[config.mk]
export PLATFORM = sky130hd
export DESIGN_NAME = spi_master_flat
export DESIGN_NICKNAME = d
export VERILOG_FILES = /design/src/rtl/spi_master_pkg.sv /design/src/rtl/spi_master_if.sv /design/src/rtl/spi_master_clk_div.sv /design/src/rtl/spi_master.sv /design/src/flat_wrapper.sv
export SDC_FILE = /design/constraint.sdc
export NUM_CORES = 1
export LEC_CHECK = 0
export BUFFER_PORTS_ARGS = -buffer_cell sky130_fd_sc_hd__buf_4
export CAP_MARGIN = 25
export CORE_MARGIN = 2
export CORE_UTILIZATION = 55
export DETAILED_ROUTE_END_ITERATION = 12
export HOLD_SLACK_MARGIN = 0.05
export PLACE_DENSITY = 0.83
export SETUP_SLACK_MARGIN = 0.02
export SLEW_MARGIN = 15
export SYNTH_ARGS = -nofsm -noshare
export SYNTH_HDL_FRONTEND = slang
export SYNTH_SLANG_ARGS = --single-unit
export TNS_END_PERCENT = 1
[constraint.sdc]
create_clock -name clock -period 1.85 [get_ports clock]
set_clock_uncertainty 0.05 [all_clocks]
set_input_delay 0.0925 -clock clock [delete_from_list [all_inputs] [get_ports clock]]
set_output_delay 0.0925 -clock clock [all_outputs]
set_load 0.03 [all_outputs]
[src/rtl/spi_master_pkg.sv]
`default_nettype none
// ============================================================================
// Module  : spi_pkg
// Brief   : Shared SPI types and constants for the master and slave stages.
// Revision: 1.0
// ============================================================================
package spi_pkg;

   localparam int SPI_DEFAULT_WIDTH = 10;

   typedef enum logic [2:0] {
      IDLE  = 3'd0,
      SETUP = 3'd1,
      SHIFT = 3'd2,
      HOLD  = 3'd3,
      GAP   = 3'd4
   } spi_state_e;

endpackage
`default_nettype wire

[src/rtl/spi_master_if.sv]
`default_nettype none
// ============================================================================
// Module  : spi_master_if
// Brief   : Host handshake plus SPI bus bundle between master and its users.
// Revision: 1.0
// ============================================================================
interface spi_master_if
   import spi_pkg::*;
#(
   parameter int WIDTH = SPI_DEFAULT_WIDTH
);
   logic             start;
   logic [WIDTH-1:0] tx_data;
   logic             busy;
   logic             done;
   logic [WIDTH-1:0] rx_data;
   logic             sclk;
   logic             ssel;
   logic             mosi;
   logic             miso;

   modport master (
      input  start, tx_data, miso,
      output busy, done, rx_data, sclk, ssel, mosi
   );

   modport slave (
      output start, tx_data, miso,
      input  busy, done, rx_data, sclk, ssel, mosi
   );
endinterface
`default_nettype wire

[src/rtl/spi_master_clk_div.sv]
`default_nettype none
// ============================================================================
// Module  : spi_clk_div
// Brief   : Half-period tick generator; tick fires every CLK_DIV enabled clocks.
// Revision: 1.0
// ============================================================================
module spi_clk_div #(
   parameter int CLK_DIV = 4
) (
   input  wire logic clock,
   input  wire logic reset,
   input  wire logic clear,
   input  wire logic enable,
   output logic      tick
);
   localparam int                 c_CNT_W = (CLK_DIV > 1) ? $clog2(CLK_DIV) : 1;
   localparam logic [c_CNT_W-1:0] c_LAST  = c_CNT_W'(CLK_DIV - 1);

   logic [c_CNT_W-1:0] r_count;
   logic               w_tick;

   assign w_tick = enable && (r_count == c_LAST);
   assign tick   = w_tick;

   always_ff @(posedge clock) begin
      if (reset || clear || w_tick) begin
         r_count <= '0;
      end else if (enable) begin
         r_count <= r_count + 1'b1;
      end
   end
endmodule
`default_nettype wire

[src/rtl/spi_master.sv]
`default_nettype none
// ============================================================================
// Module  : spi_master
// Brief   : WIDTH-bit full-duplex SPI master, sclk idle low, MSB first.
//           SPI_MASTER_MISO_SYNC_EN adds a two-flop miso synchronizer.
// Revision: 1.0
// ============================================================================
module spi_master
   import spi_pkg::*;
#(
   parameter int WIDTH   = SPI_DEFAULT_WIDTH,
   parameter int CLK_DIV = 4
) (
   input  wire logic    clock,
   input  wire logic    reset,
   spi_master_if.master bus
);
   localparam int                 c_BIT_W    = (WIDTH > 1) ? $clog2(WIDTH) : 1;
   localparam logic [c_BIT_W-1:0] c_LAST_BIT = c_BIT_W'(WIDTH - 1);

   spi_state_e         r_state;
   spi_state_e         w_state_nxt;
   logic [WIDTH-1:0]   r_tx_shift;
   logic [WIDTH-1:0]   r_rx_shift;
   logic [WIDTH-1:0]   r_rx_data;
   logic [c_BIT_W-1:0] r_bit_cnt;
   logic               r_busy;
   logic               r_done;
   logic               r_sclk;
   logic               r_ssel;
   logic               r_mosi;
   logic               w_div_en;
   logic               w_tick;
   logic               w_accept;
   logic               w_rise;
   logic               w_fall;
   logic               w_last_fall;
   logic               w_finish;
   logic               w_release;
   logic               w_sample;
   logic               w_miso_bit;

   assign w_div_en = (r_state != IDLE);

   spi_clk_div #(
      .CLK_DIV (CLK_DIV)
   ) u_clk_div (
      .clock  (clock),
      .reset  (reset),
      .clear  (w_accept),
      .enable (w_div_en),
      .tick   (w_tick)
   );

   always_ff @(posedge clock) begin
      if (reset) begin
         r_state <= IDLE;
      end else begin
         r_state <= w_state_nxt;
      end
   end

   always_comb begin
      w_state_nxt = r_state;
      case (r_state)
         IDLE:    if (w_accept)    w_state_nxt = SETUP;
         SETUP:   if (w_rise)      w_state_nxt = SHIFT;
         SHIFT:   if (w_last_fall) w_state_nxt = HOLD;
         HOLD:    if (w_finish)    w_state_nxt = GAP;
         GAP:     if (w_release)   w_state_nxt = IDLE;
         default:                  w_state_nxt = IDLE;
      endcase
   end

   always_comb begin
      w_accept    = 1'b0;
      w_rise      = 1'b0;
      w_fall      = 1'b0;
      w_last_fall = 1'b0;
      w_finish    = 1'b0;
      w_release   = 1'b0;
      case (r_state)
         IDLE:  w_accept = bus.start;
         SETUP: w_rise   = w_tick;
         SHIFT: begin
            w_rise      = w_tick && !r_sclk;
            w_fall      = w_tick && r_sclk;
            w_last_fall = w_tick && r_sclk && (r_bit_cnt == c_LAST_BIT);
         end
         HOLD:  w_finish  = w_tick;
         GAP:   w_release = w_tick;
         default: ;
      endcase
   end

`ifdef SPI_MASTER_MISO_SYNC_EN
   logic [1:0] r_miso_sync;
   logic [1:0] r_rise_dly;

   // Sample two clocks after the rise, once the synchronized bit has arrived.
   always_ff @(posedge clock) begin
      if (reset) begin
         r_miso_sync <= '0;
         r_rise_dly  <= '0;
      end else begin
         r_miso_sync <= {r_miso_sync[0], bus.miso};
         r_rise_dly  <= {r_rise_dly[0], w_rise};
      end
   end

   assign w_miso_bit = r_miso_sync[1];
   assign w_sample   = r_rise_dly[1];
`else
   assign w_miso_bit = bus.miso;
   assign w_sample   = w_rise;
`endif

   always_ff @(posedge clock) begin
      if (reset) begin
         r_tx_shift <= '0;
         r_rx_shift <= '0;
         r_rx_data  <= '0;
         r_bit_cnt  <= '0;
         r_busy     <= 1'b0;
         r_done     <= 1'b0;
         r_sclk     <= 1'b0;
         r_ssel     <= 1'b1;
         r_mosi     <= 1'b0;
      end else begin
         r_done <= w_finish;
         if (w_accept) begin
            r_tx_shift <= bus.tx_data;
            r_mosi     <= bus.tx_data[WIDTH-1];
            r_ssel     <= 1'b0;
            r_busy     <= 1'b1;
            r_bit_cnt  <= '0;
         end
         // The bit counter advances on every rise except the first one.
         if (w_rise) begin
            r_sclk <= 1'b1;
            if (r_state == SHIFT) r_bit_cnt <= r_bit_cnt + 1'b1;
         end
         if (w_fall) begin
            r_sclk     <= 1'b0;
            r_tx_shift <= r_tx_shift << 1;
            r_mosi     <= w_last_fall ? 1'b0 : r_tx_shift[WIDTH-2];
         end
         if (w_sample) r_rx_shift <= {r_rx_shift[WIDTH-2:0], w_miso_bit};
         if (w_finish) begin
            r_ssel    <= 1'b1;
            r_rx_data <= r_rx_shift;
         end
         if (w_release) r_busy <= 1'b0;
      end
   end

   assign bus.busy    = r_busy;
   assign bus.done    = r_done;
   assign bus.rx_data = r_rx_data;
   assign bus.sclk    = r_sclk;
   assign bus.ssel    = r_ssel;
   assign bus.mosi    = r_mosi;
endmodule
`default_nettype wire

[src/flat_wrapper.sv]
// flat-port wrapper written by rule: the top's interface ports become plain ports
module spi_master_flat import spi_pkg::*;
#(
   parameter int WIDTH   = SPI_DEFAULT_WIDTH,
   parameter int CLK_DIV = 4
)
  (clock, reset, bus_start, bus_tx_data, bus_miso, bus_busy, bus_done, bus_rx_data, bus_sclk, bus_ssel, bus_mosi);
  spi_master_if #(.WIDTH(WIDTH)) bus_i ();
  input  wire logic clock;
  input  wire logic reset;
  input wire logic [$bits(bus_i.start)-1:0] bus_start;
  input wire logic [$bits(bus_i.tx_data)-1:0] bus_tx_data;
  input wire logic [$bits(bus_i.miso)-1:0] bus_miso;
  output wire logic [$bits(bus_i.busy)-1:0] bus_busy;
  output wire logic [$bits(bus_i.done)-1:0] bus_done;
  output wire logic [$bits(bus_i.rx_data)-1:0] bus_rx_data;
  output wire logic [$bits(bus_i.sclk)-1:0] bus_sclk;
  output wire logic [$bits(bus_i.ssel)-1:0] bus_ssel;
  output wire logic [$bits(bus_i.mosi)-1:0] bus_mosi;
  assign bus_i.start = bus_start;
  assign bus_i.tx_data = bus_tx_data;
  assign bus_i.miso = bus_miso;
  assign bus_busy = bus_i.busy;
  assign bus_done = bus_i.done;
  assign bus_rx_data = bus_i.rx_data;
  assign bus_sclk = bus_i.sclk;
  assign bus_ssel = bus_i.ssel;
  assign bus_mosi = bus_i.mosi;
  spi_master #(.WIDTH(WIDTH), .CLK_DIV(CLK_DIV)) u_core (.clock(clock), .reset(reset), .bus(bus_i));
endmodule
After elaboration in Yosys (flattened, before gate mapping). Index checks and enable logic that the tools add are counted. W data, S select, Z words.

Add/subtract/negate cells: 2. Equality and inequality tests: 11. Mux-type cells: 20. Reductions and logical operators: 14.

Operators with widths (number): $mux W9 (2); $mux W3 (5); $pmux W3 S5 (1); $mux W4 (3); $mux W1 (8); $ne A2 B1 Y1 const B (4); $eq A3 B2 Y1 const B (2); $reduce_or A2 Y1 (3); $reduce_and A5 Y1 (1); $add A4 B1 Y4 const B (1); $eq A4 B4 Y1 const B (1); $logic_and A1 B1 Y1 (4); $eq A3 B1 Y1 const B (1); $eq A3 B3 Y1 const B (1); $logic_not A3 Y1 (1); $reduce_bool A3 Y1 (1); $add A2 B1 Y2 const B (1); $eq A2 B2 Y1 const B (1); $logic_or A1 B1 Y1 (2); $ne A2 B2 Y1 const B (1); $pmux W1 S2 (1); $reduce_bool A2 Y1 (1); $logic_not A1 Y1 (1).

Register bits after elaboration: 43. Logic and storage cells: 59.

Logic depth before layout (Yosys ltp).
Depth after elaboration: 7. Depth in mapped cells: 6. Mapped depth without buffers: 5.

Hierarchy. From an unflattened synthesis, not the netlist that was laid out.

Cell total of the unflattened synthesis: 183. Area, all modules: 1858.0 µm².

By module, submodules not included: spi_master (times used 1, cells an instance 173, area each 1750.4 µm²); spi_clk_div (times used 1, cells an instance 10, area each 107.6 µm²).

Worst setup path before layout. No wires, ideal clock.

Path kind: flip-flop to flip-flop. Start: reg u_core.r_sclk, in the netlist u_core.bus.sclk. End: reg u_core.r_rx_shift[6]. Data arrival time: 1.548 ns. Path slack: 0.180 ns. Stages on the path, launching flop included: 6. Path buffers: 2. Period minus slack after synthesis: 1.670 ns. Cell sequence: dfxtp_1 -> clkbuf_2 -> or3b_2 -> a21oi_1 -> buf_4 -> mux2i_1.

Word-level cells in the longest chain between the ends: 3.

RTL lines: start: declaration (line spi_master.sv:29) `logic r_sclk;`; start signal: assignment (line spi_master.sv:126) `r_sclk <= 1'b0;`; start signal: assignment (line spi_master.sv:140) `r_sclk <= 1'b1;`; start signal: assignment (line spi_master.sv:144) `r_sclk <= 1'b0;`; $logic_not A1 Y1 (line spi_master.sv:86) `w_rise = w_tick && !r_sclk;`; $logic_and A1 B1 Y1 (line spi_master.sv:86); $pmux W1 S2 (line spi_master.sv:82) `case (r_state)`; end signal: assignment (line spi_master.sv:148) `if (w_sample) r_rx_shift <= {r_rx_shift[WIDTH-2:0], w_miso_bit};`; end: declaration (line spi_master.sv:24) `logic [WIDTH-1:0] r_rx_shift;`.

No other way between the ends. A chain may end at the register's enable or synchronous reset.

Worst setup path in the final report.
Start: reg u_core.r_state[1]. End: reg u_core.r_rx_shift[7].

Word-level cells in the longest chain between the ends: 4.

RTL lines: start: declaration (line spi_master.sv:21) `spi_state_e r_state;`; start signal: assignment (line spi_master.sv:59) `r_state <= w_state_nxt;`; $reduce_bool A3 Y1 (line spi_master.sv:43) `assign w_div_en = (r_state != IDLE);`; $logic_and A1 B1 Y1 (line spi_master_clk_div.sv:22) `assign w_tick = enable && (r_count == c_LAST);`; $logic_and A1 B1 Y1 (line spi_master.sv:86); $pmux W1 S2 (*) (line spi_master.sv:82).

Every way passes the cells marked *; elsewhere a longest branch is shown, timed or not.

==> results.env <==
ANTENNA_CELLS=0
DRT_PRE_ANTENNA_ITERS=4
DRV_CAP=0
MAX_FREQ_MHz=607
SYNTH-MAIN-FF-CELL='sky130_fd_sc_hd__dfxtp_1'
SYNTHDOMINANTCELLAREASHARE_PCT=46.8
FIN_AREA_UM2=2300
TOTALNEGATIVESETUPSLACK_NS=0
PLACE.GP.CONGESTION=0.738
ANTENNA_FOUND_INITIAL=0
POST_SYNTH_INST_COUNT=215
GRT_RESIDUAL_OVERFLOW=0
MOST_USED_STANDARD_CELLS_IN_THE_SYNTHESIZED_NETLIST='sky130_fd_sc_hd__nand2_1, sky130_fd_sc_hd__dfxtp_1, sky130_fd_sc_hd__a21oi_1, sky130_fd_sc_hd__mux2i_1, sky130_fd_sc_hd__nor3_1'
NUMBER_OF_CTS_INSERTED_BUFFERS=5
WORSTSKEWPAIRLATENCY_NS=0.36
P_CLK_SHARE_PCT=30.2
COMBINATIONAL_POWER_SHARE_PCT=9.1
LEAKAGE_nW=0.866
CLK_PIN_SLEW_WORST_PATHS_NS=0.13
DIE-HEIGHT_UM=61.9
SLEW_HEADROOM_PCT=74.0
PIN_COUNT_OF_THE_BIGGEST_NET_ENTERING_GLOBAL_ROUTING=32
DRT-VIAS-PER-INSTANCE=5.34
YS_SEQ_ELEMENTS=43
INTERNAL-POWER_mW=1.17
FP.COREAREA_UM2=3280
SYN_AREA_PER_CELL_UM2=8.56
FINAL-SETUP-VIOL-COUNT=0
SLEW_VIOLATIONS=0
CTS.HTREE.LEVELS=2
SYNTH-ASYNC-RESET-RATIO_PCT=0
CRIT_ARRIVAL_NS=1.89
ANT_NETS=0
PRE_CTS_WS_NS=0.230
POST-ROUTE-DRC-COUNT=0
POST_CTS_SIZING=0
GRT_PASS1_VIAS=1422
FINALCRITICALPERIOD_NS=1.65
VIA_COUNT=1617
FLOORPLAN.DIE.WIDTH_UM=61.9
ROOT_BUFFER='sky130_fd_sc_hd__clkbuf_4'
CLOCK_TREE_FROM_TRITONCTS='built'
P_SW_SHARE_PCT=25.9
SYNTH_CELL_TYPES=39
TRACK_USAGE_PCT=21.9
AREA_DELTA_SYNTH_FINAL_PCT=25.1
POST_SYNTH_INSTANCE_AREA_UM2=1840
POSTLAYOUTSETUPSLACKWORST_NS=0.203
YS_TOP_CELLS_BY_AREA='sky130_fd_sc_hd__dfxtp_1, sky130_fd_sc_hd__nand2_1, sky130_fd_sc_hd__mux2i_1, sky130_fd_sc_hd__a21oi_1, sky130_fd_sc_hd__a311oi_1'
TIMING.SETUP.CRITICAL_PATH_CLASS='reg2reg'
NUMPORTBUFFERS=28
NNETSFINAL=273
PLACED_CELL_AREA_UM2=2110
SEQPWRFRAC_PCT=60.8
FIRST_PASS_GRT_WIRE_LENGTH_MM=6.15
SYNTH_ENABLE_FLOP_CELLS=0
FINAL_WORST_PATH_PERIOD_SHARE_PCT=89.0
POST_ROUTE_CELLS_DRIVE_ABOVE_1_SHARE_PCT=19.5
TIMING_WORST_SLEW_PIN_VALUE_NS=0.389
FINAL.FILL_COUNT=279
DRT_ITER0_MARKERS=61
GRT_SETUP_UNREPAIRED='no'
IOS=29
SYN_NETS=232
WIRELENGTH_MM=3.80
TIMING.CRITICAL_PATH.FANOUT_MAX=10
BUFFER_DEPTH_OF_THE_LONGEST_CLOCK_PATH=2
ROWS=21
WORST_SETUP_PATH_END_KIND='register'
SYNTH_MOST_COMMON_CELL='sky130_fd_sc_hd__nand2_1'
DETAIL_ROUTE.WL_PER_CELL_UM=12.5
FP.DIEAREA_UM2=3830
MIN-DELAY-PATH-CLASS='reg2reg'
HOLD_VIOL=0
START_UTIL_PCT=56.0
STATUS='finished clean'
CRIT_REQUIRED_NS=2.09
PWR_DENSITY_CELL_nW_PER_UM2=688
TIMING.CRITICAL_PATH.FROM_TYPE='register'
VDD_IR_DROP_MAX_uV=606
SWITCHING_POWER_mW=0.410
DETAILEDPLACEMENTHPWL_MM=2.50
YOSYSSEQAREASHARE_PCT=46.8
SYNTH_AREA_LEADER_CELL='sky130_fd_sc_hd__dfxtp_1'
CTS_SETUP_BUFFERS=0
YOSYSWARNINGS=0
TRITONCTS_SINK_COUNT=43
==> layout make-up <==
| type | count | area [um^2] | share of cell area (%) |
|---|---|---|---|
| Multi-Input combinational cell | 149 | 880 | 38.2 |
| Clock buffer | 5 | 37.5 | 1.63 |
| Inverter | 5 | 18.8 | 0.815 |
| Timing Repair Buffer | 52 | 423 | 18.4 |
| Tap cell | 46 | 57.6 | 2.50 |
| Clock inverter | 3 | 25.0 | 1.09 |
| Sequential cell | 43 | 861 | 37.4 |
==> what timing repair did <==
| item | in CTS | in global routing |
|---|---|---|
| endpoints found under the setup margin | 0 | 0 |
| hold endpoints to repair | 19 | 0 |
| hold buffers | 13 | 0 |
==> registers in the layout, summed over array words and instances (netlist names) <==
register,cells
u_core.u_clk_div.r_count,2
u_core.bus.rx_data,10
u_core.bus.done,1
u_core.bus.sclk,1
u_core.r_bit_cnt,4
u_core.r_rx_shift,10
u_core.bus.ssel,1
u_core.r_tx_shift,9
u_core.r_state,3
u_core.bus.mosi,1
u_core.bus.busy,1
==> logic make-up after synthesis <==
family	count (synthesis)	share of synthesized area, %
and+or+nand+nor	96	25.6
DFF	43	46.8
AOI/OAI and AO/OA	37	13.1
buffers and inverters	23	5.44
muxes	12	6.59
adders and majority gates	3	2.04
xor gates and xnor gates	1	0.476
==> routing by layer <==
metal | global-route usage [%] | vias to the layer above | share of wire, %
met5 | 0 | - | 0
met2 | 36.8 | 30 | 50
met4 | 5.47 | 0 | 1.2
li1 | - | 831 | -
met1 | 26.9 | 751 | 45
met3 | 7.45 | 5 | 3.9
==> power groups by stage <==
stage	clock network, mW	registers (mW)	logic (mW)
floorplan	0	0.987	0.0659
finish	0.478	0.962	0.144
CTS	0.485	0.963	0.144
global route	0.531	0.966	0.159
global placement	0	0.982	0.120
detailed placement	0	0.983	0.122
==> worst max-delay path, stage by stage, from the launching register on <==
cell                      delay, ns
sky130_fd_sc_hd__dfxtp_1       0.47
sky130_fd_sc_hd__or3b_2        0.46
sky130_fd_sc_hd__a21oi_1       0.15
sky130_fd_sc_hd__buf_4         0.23
sky130_fd_sc_hd__mux2i_1       0.22
==> path summary, 6_finish.rpt <==
check / from / end / slack (ns) / cells after the start
min reg2reg: u_core.bus.rx_data[8]$_SDFFE_PP0P_ / u_core.bus.rx_data[8]$_SDFFE_PP0P_ / 0.41 / 2
max reg2reg: u_core.r_state[1]$_SDFFE_PP0P_ / u_core.r_rx_shift[7]$_SDFFE_PP0N_ / 0.20 / 4
max: u_core.r_state[1]$_SDFFE_PP0P_ / u_core.r_rx_shift[7]$_SDFFE_PP0N_ / 0.20 / 4
min: u_core.bus.rx_data[8]$_SDFFE_PP0P_ / u_core.bus.rx_data[8]$_SDFFE_PP0P_ / 0.41 / 2
==> stage by stage <==
stage	total power, mW	utilization (%)	cells	hold WS [ns]
finish	1.58	70.1	303	0.412
global route	1.66	70.1	303	0.434
CTS	1.59	70.1	303	0.415
detailed placement	1.10	64.2	282	0.302
global placement	1.10	64.2	282	0.299
floorplan	1.05	-	215	0.177
==> placed cells by master (no fill, tap or decap), types with 2 or more instances in the layout <==
cell and count:
sky130_fd_sc_hd__nand3_1 4, sky130_fd_sc_hd__ha_1 3, sky130_fd_sc_hd__o211ai_1 2, sky130_fd_sc_hd__nand3b_1 4
sky130_fd_sc_hd__nor3_1 11, sky130_fd_sc_hd__mux2i_1 11, sky130_fd_sc_hd__dfxtp_1 43, sky130_fd_sc_hd__o21ai_0 2
sky130_fd_sc_hd__buf_4 39, sky130_fd_sc_hd__a311oi_1 9, sky130_fd_sc_hd__a21oi_1 19, sky130_fd_sc_hd__dlygate4sd3_1 13
sky130_fd_sc_hd__and4b_1 2, sky130_fd_sc_hd__nor2_1 4, sky130_fd_sc_hd__nor3b_1 2, sky130_fd_sc_hd__clkinv_4 2
sky130_fd_sc_hd__nand2b_1 2, sky130_fd_sc_hd__clkbuf_4 5, sky130_fd_sc_hd__nand2_1 53, sky130_fd_sc_hd__or3_1 4
sky130_fd_sc_hd__inv_1 5
Note: power is estimated with default switching activity, not from simulation.
